[config.mk]
export PLATFORM = sky130hd
export DESIGN_NAME = sudoku_cell_cursor
export DESIGN_NICKNAME = d
export VERILOG_FILES = /design/src/rtl/sudoku_cell_cursor.sv
export SDC_FILE = /design/constraint.sdc
export NUM_CORES = 1
export LEC_CHECK = 0
export CORE_UTILIZATION = 35
export DETAILED_ROUTE_END_ITERATION = 8
export SLEW_MARGIN = 20
export SYNTH_ARGS = -nofsm -noshare
export SYNTH_HDL_FRONTEND = slang
export SYNTH_SLANG_ARGS = --single-unit
export TNS_END_PERCENT = 20
[constraint.sdc]
create_clock -name clock -period 4 [get_ports clock]
set_input_delay 0.6 -clock clock [delete_from_list [all_inputs] [get_ports clock]]
set_output_delay 0.6 -clock clock [all_outputs]
set_load 0.01 [all_outputs]
[src/rtl/sudoku_cell_cursor.sv]
// Mask-aware bidirectional cell cursor for the backtracking solver.
// Steps to the next/previous non-given cell and flags either grid end.
//
// Ports:
//   clock, reset (async, active-low)
//   start, dir   step request and direction (0 = forward, 1 = backward)
//   init         rescan forward from cell 0 inclusive; wins over start
//   fixed_mask   bit i set = cell i is a given, skipped by the scan
//   cursor       current cell index
//   busy         scan in progress
//   done         one-cycle completion pulse (success or end hit)
//   at_end       sticky: forward scan found no free cell
//   at_begin     sticky: backward scan found no free cell
module sudoku_cell_cursor #(
  parameter int CELLS = 81,
  parameter int WIDTH = 7
) (
  input  logic             clock,
  input  logic             reset,
  input  logic             start,
  input  logic             dir,
  input  logic             init,
  input  logic [CELLS-1:0] fixed_mask,
  output logic [WIDTH-1:0] cursor,
  output logic             busy,
  output logic             done,
  output logic             at_end,
  output logic             at_begin
);

  typedef enum logic {
    IDLE,
    SCAN
  } state_t;

  localparam int CW = WIDTH + 1;
  localparam logic [CW-1:0] ONE   = CW'(1);
  localparam logic [CW-1:0] LAST  = CW'(CELLS - 1);
  localparam logic [CW-1:0] END_C = CW'(CELLS);

  state_t         state_q, state_d;
  logic [CW-1:0]  cand_q, cand_d;
  logic           dir_q, dir_d;
  logic [WIDTH-1:0] cursor_q, cursor_d;
  logic           done_q, done_d;
  logic           end_q, end_d;
  logic           begin_q, begin_d;

  logic [CW-1:0]  cur_ext;
  logic [CW-1:0]  cand_step;
  logic           in_range;
  logic           given;

  assign cur_ext   = {1'b0, cursor_q};
  assign cand_step = dir_q ? (cand_q - ONE) : (cand_q + ONE);

  // The extra top bit makes a backward underflow land far above
  // CELLS, so one unsigned compare covers both ends of the grid.
  assign in_range = (cand_q < END_C);

  // Mask lookup by compare, so an out-of-range cand never indexes.
  always_comb begin
    given = 1'b0;
    for (int i = 0; i < CELLS; i++) begin
      if (cand_q == CW'(i)) begin
        given = fixed_mask[i];
      end
    end
  end

  always_comb begin
    state_d  = state_q;
    cand_d   = cand_q;
    dir_d    = dir_q;
    cursor_d = cursor_q;
    done_d   = 1'b0;
    end_d    = end_q;
    begin_d  = begin_q;
    unique case (state_q)
      IDLE: begin
        if (init) begin
          cand_d  = '0;
          dir_d   = 1'b0;
          end_d   = 1'b0;
          begin_d = 1'b0;
          state_d = SCAN;
        end else if (start) begin
          end_d   = 1'b0;
          begin_d = 1'b0;
          dir_d   = dir;
          if (!dir) begin
            if (cur_ext == LAST) begin
              end_d  = 1'b1;
              done_d = 1'b1;
            end else begin
              cand_d  = cur_ext + ONE;
              state_d = SCAN;
            end
          end else begin
            if (cur_ext == '0) begin
              begin_d = 1'b1;
              done_d  = 1'b1;
            end else begin
              cand_d  = cur_ext - ONE;
              state_d = SCAN;
            end
          end
        end
      end
      SCAN: begin
        unique case (1'b1)
          !in_range: begin
            if (dir_q) begin
              begin_d = 1'b1;
            end else begin
              end_d = 1'b1;
            end
            done_d  = 1'b1;
            state_d = IDLE;
          end
          given: begin
            cand_d = cand_step;
          end
          default: begin
            cursor_d = cand_q[WIDTH-1:0];
            done_d   = 1'b1;
            state_d  = IDLE;
          end
        endcase
      end
      default: begin
        state_d = IDLE;
      end
    endcase
  end

  always_ff @(posedge clock or negedge reset) begin
    if (!reset) begin
      state_q  <= IDLE;
      cand_q   <= '0;
      dir_q    <= 1'b0;
      cursor_q <= '0;
      done_q   <= 1'b0;
      end_q    <= 1'b0;
      begin_q  <= 1'b0;
    end else begin
      state_q  <= state_d;
      cand_q   <= cand_d;
      dir_q    <= dir_d;
      cursor_q <= cursor_d;
      done_q   <= done_d;
      end_q    <= end_d;
      begin_q  <= begin_d;
    end
  end

  assign cursor   = cursor_q;
  assign busy     = (state_q == SCAN);
  assign done     = done_q;
  assign at_end   = end_q;
  assign at_begin = begin_q;

endmodule

== Word level (Yosys, flattened, before mapping) ==
Index checks and enable logic that the tools add are counted.
Storage, ports and cells
  bits of input ports: 86
  bits in registers: 20
  logic and storage cells: 229
  output and inout bits: 11
Cells by class
  bitwise operators: 2
  eq/ne operators: 88
  mux-type cells: 117
  order comparisons: 1
  reduce and logical (&&, ||, !) cells: 10
  add/subtract/negate cells: 4
Operators with widths (number)
  $eq 8x6->1 const B: 32
  $eq 8x7->1 const B: 17
  $eq 8x5->1 const B: 16
  $mux 1: 105
  $eq 8x4->1 const B: 8
  $mux 8: 7
  $eq 8x3->1 const B: 4
  $eq 8x2->1 const B: 2
  $logic_not 8->1: 2
  $pmux 8 s2: 1
  $add 7x1->8 const B: 1
  $add 8x1->8 const B: 1
  $eq 8x1->1 const B: 1
  $lt 8x7->1 const B: 1
  $ne 4x4->1 const B: 2
  $pmux 1 s2: 4
  $sub 7x1->8 const B: 1
  $sub 8x1->8 const B: 1
  $eq 7x7->1 const B: 1
  $reduce_and 3->1: 2
  $ne 2x1->1 const B: 2
  $ne 2x2->1 const B: 2
  $reduce_and 2->1: 2
  $reduce_and 4->1: 1
  other kinds (5): 6

== Logic depth before layout (Yosys ltp) ==
Gate-level depths: netlist of the first run.
  depth after elaboration: 85
  depth in mapped cells: 15
  depth with buffers taken out: 11

== Worst setup path before layout of the first run ==
OpenSTA, ideal clock, no wires.
  path kind: reg2reg
  from: reg cand_q[0]
  to: reg cursor_q[0] (netlist: cursor[0])
  stages on the path, launching flop included: 14
  required time: 3875 ps
  setup time: 125 ps
  arrival: 3069 ps
  clock period less this slack: 3194 ps
  slack: 806 ps
  cell sequence: dfrtp_1 inv_1 ha_1 buf_2 buf_2 nor2_1 a22oi_1 o31ai_2 or4_2 a21o_1 o21ai_4 a211o_1 buf_6 mux2_4
On the way
  longest elaborated chain between the ends: 85
  elaborated cells between the ends (all ways): 167
Ends and longest elaborated chain
  start, declared: RTL line 42  | logic [CW-1:0] cand_q, cand_d;
  start signal, assigned: RTL line 148  | cand_q <= cand_d;
  $logic_not 8->1: RTL line 65  | if (cand_q == CW'(i)) begin
  $mux 1 (81 in a row): RTL line 65
  $reduce_or 2->1 (no line)
  $not 1->1 (no line)
  $reduce_and 2->1 (no line)
  end signal, assigned: RTL line 150  | cursor_q <= cursor_d;
  end, declared: RTL line 44  | logic [WIDTH-1:0] cursor_q, cursor_d;
Several ways; a longest one is shown, not always the timed one.
A chain may end at the register's enable or synchronous reset.

== Worst setup path after layout of the first run ==
  from: reg cand_q[0]
  to: reg cursor_q[6] (netlist: cursor[6])
On the way
  longest elaborated chain between the ends: 85
  elaborated cells between the ends (all ways): 167
Ends and longest elaborated chain (RTL line)
  $logic_not 8->1: 65
  $mux 1 (81 in a row): 65
  $reduce_or 2->1 (no line) *
  $not 1->1 (no line) *
  $reduce_and 2->1 (no line) *
Mark *: on every way between the ends. The rest lies on a longest branch, timed or not.

==> results of run 1 <==
==> cells by family (layout without fill, tap and decap cells) <==
family	after synthesis	count (layout)	synth area share, %
AND/OR/NAND/NOR	135	135	24.9
multiplexers	10	10	4.48
buffers and inverters	56	146	10.8
XOR/XNOR	7	7	2.01
flip-flops	20	20	16.4
AO/OA/AOI/OAI	157	157	36.3
adder cells (fa/ha/maj)	12	12	5.18
==> per-stage QoR <==
stage	utilization [%]	setup WS, ns	area, um2	cells
after floorplan	-	0.806	3040	397
after global placement	49.2	0.278	4080	588
after detailed placement	49.2	0.292	4080	588
after CTS	49.8	0.267	4140	592
after global routing	49.8	0.0510	4140	592
final	49.8	0.128	4140	592
==> critical path, stage by stage, from the launching register on <==
cell and delay [ns]:
dfrtp_1 0.43, inv_1 0.20, ha_1 0.53, o21a_1 0.19, a2111oi_0 0.05, a2111oi_0 0.75
o2111a_1 0.33, o211ai_1 0.13, and4b_1 0.27, o21ai_4 0.17, a211o_1 0.36, mux2_4 0.33
==> area by class of cell <==
class                           count  area share (%)
Clock buffer                        4            1.33
Inverter                           23            2.09
Tap cell                          105            3.18
Multi-Input combinational cell    321            53.6
Timing Repair Buffer              119            27.7
Sequential cell                    20            12.1
==> power by group <==
group / leakage (nW) / switching [mW] / internal [mW]
Combinational: 1.34 / 1.27 / 1.03
Clock: 0.0288 / 0.0697 / 0.0877
Sequential: 0.252 / 0.225 / 0.297
Total: 1.62 / 1.57 / 1.41
==> flip-flops by register name (all words and copies together), names as in the netlist <==
name	flops
done	1
cand_q	8
at_begin	1
dir_q	1
at_end	1
busy	1
cursor	7
==> layer usage <==
metal / vias to the layer above / wire [um] / part of all wire, %
met5: - / 0 / 0
met4: 0 / 297 / 2.3
met3: 24 / 910 / 7.0
met2: 180 / 6250 / 48
met1: 1795 / 5490 / 42
li1: 1709 / - / -
==> cell usage in the layout, fill, tap and decap left out, types with 7 or more instances in the layout <==
cell type	synthesis	final
a21oi_1	24	24
nand2_1	30	30
o21ai_0	24	24
nand3_1	9	9
a31oi_1	14	14
a211oi_1	10	10
nor2_1	23	23
ha_1	11	11
nand4_1	8	8
nand2b_1	11	11
o211ai_1	8	8
dfrtp_1	20	20
o22ai_1	16	16
nor2b_1	10	10
inv_1	20	20
clkdlybuf4s50_1	0	96
buf_4	2	22
mux2_4	7	7
==> how the worst max path moves through the flow <==
stage                      endpoint  cells after the start  slack [ns]      start
after CTS                 cursor[6]                     10        0.27  cand_q[0]
after floorplan           cursor[0]                     13        0.81  cand_q[0]
after global placement    cursor[1]                     10        0.28  cand_q[0]
after detailed placement  cursor[0]                     11        0.29  cand_q[0]
after global routing      cursor[2]                     11        0.05  cand_q[0]
final                     cursor[6]                     11        0.13  cand_q[0]
==> run summary, run 1 <==
Clk pin slew, worst setup/hold paths -> 0.08 ns
Syn Nets -> 495
Post-synth EDFFs -> 0
RD Place Congestion -> 0.941
WHS -> 0.586 ns
Number of global-route vias before repair -> 3622
# rows -> 33
CTS Sinks -> 20
Horiz. Die Dim -> 95.3 um
Final setup violation count -> 0
Largest cells by area after synthesis -> dfrtp_1 16%, ha_1 4.5%, a21oi_1 3.9%
DIE HEIGHT -> 95.3 um
Met2 global-route usage -> 51.0%
Max-cap violations -> 0
Synthesized area -> 0.00304 mm2
Worst-Skew Late Latency -> 0.26 ns
Cts bufs inserted -> 3
Power consumption -> 2.98 mW
Reg area -> 500 um2
VDD IR max -> 0.389 mV
Hold bufs inserted after CTS -> 0
Crit Path Max Fanout -> 13
Core area -> 0.00830 mm2
Unique masters post-synth -> 74
Slew HR -> 36.0%
Measured slew at the worst slew-check pin -> 0.957 ns
Req. time, crit path -> 4.15 ns
Yosys warns -> 0
R2R Setup Slk -> 0.13 ns
Endpoint type of the worst setup path -> flip-flop
Detailed-route DRC error count -> 0
Grt met3 use -> 2.31%
GRT overflow -> 0
Post-route minimum period -> 3.87 ns
Count leader, synth -> nand2_1
Mapped Cells -> 397
Main synth FF type -> dfrtp_1
DR vias -> 3708
Starting DRT DRC Count -> 237
# diodes -> 0
Sum Neg Setup Slack -> 0 ns
Grt peak-use layer -> met2
Pleak -> 1.62 nW
Unrepaired setup endpoints after global routing -> no
Detail Route Antenna Nets -> 0
All-layer global routing usage -> 29.1%
Dominant cell type by area after synthesis -> dfrtp_1
CTS tree -> yes
Post-CTS Setup Inserts -> 0
CP startpoint kind -> flip-flop
Starting Density -> 36.7%
Resize count post-CTS -> 0
PwrDens -> 721 mW/mm2
Drt wl/cell -> 21.9 um
Hold EP -> at_begin
Status -> complete, no violations
DIE AREA -> 0.00907 mm2
CTS Buffer Depth -> 2
Syn avg cell area -> 7.67 um2
Fill cells -> 836
Critical path type -> flip-flop to flip-flop
Count of buffers from port buffering -> 96
Clock skew -> 0.00573 ns
Hold path startpoint -> at_begin
R2R depth -> 11
Post-DP HPWL -> 9960 um
Min-Delay Path Depth -> 2
Synth-to-layout area growth -> 35.8%
Ys async rst share -> 100%
Max frequency -> 0.258 GHz
Top cells by count, synth -> 30 x nand2_1, 24 x a21oi_1, 24 x o21ai_0
Final hold vios -> 0
Seq/Total Area, Yosys -> 16.4%
Final wirelength -> 12900 um
Hold crit path type -> flip-flop to flip-flop
Vias/cell -> 6.26
1st-pass router iterations -> 5
Largest net degree at the start of global routing -> 30
Max H-tree Level -> 1
Reg2reg end -> cursor[6]
Layout cells sized above 1 -> 10.5%
I/O pins -> 97
Root buf cell -> clkbuf_8
Met1 Usage GRT -> 37.5%
Fin crit share -> 96.8%
Worst R2R Start -> cand_q[0]
Nets -> 586
Post-synth top area share -> 16.4%
Arr. time, crit path -> 4.02 ns
Footprint of the multi-input gates -> 0.00222 mm2
Initial antenna violation count -> 0
First-pass GRT wire length -> 20000 um
Max-slew violations -> 0
#FFs+latches synth -> 20
No activity file was read; power rests on OpenSTA's default activity.
==> run 2: changes to the inputs <==
--- a/config.mk
+++ b/config.mk
@@ -7,7 +7,7 @@
 export LEC_CHECK = 0
 export CORE_UTILIZATION = 35
 export DETAILED_ROUTE_END_ITERATION = 8
-export SLEW_MARGIN = 20
+export SLEW_MARGIN = 10
 export SYNTH_ARGS = -nofsm -noshare
 export SYNTH_HDL_FRONTEND = slang
 export SYNTH_SLANG_ARGS = --single-unit
==> results of run 2 <==
The final DEF is identical to that of run 1; final timing and power are the same.
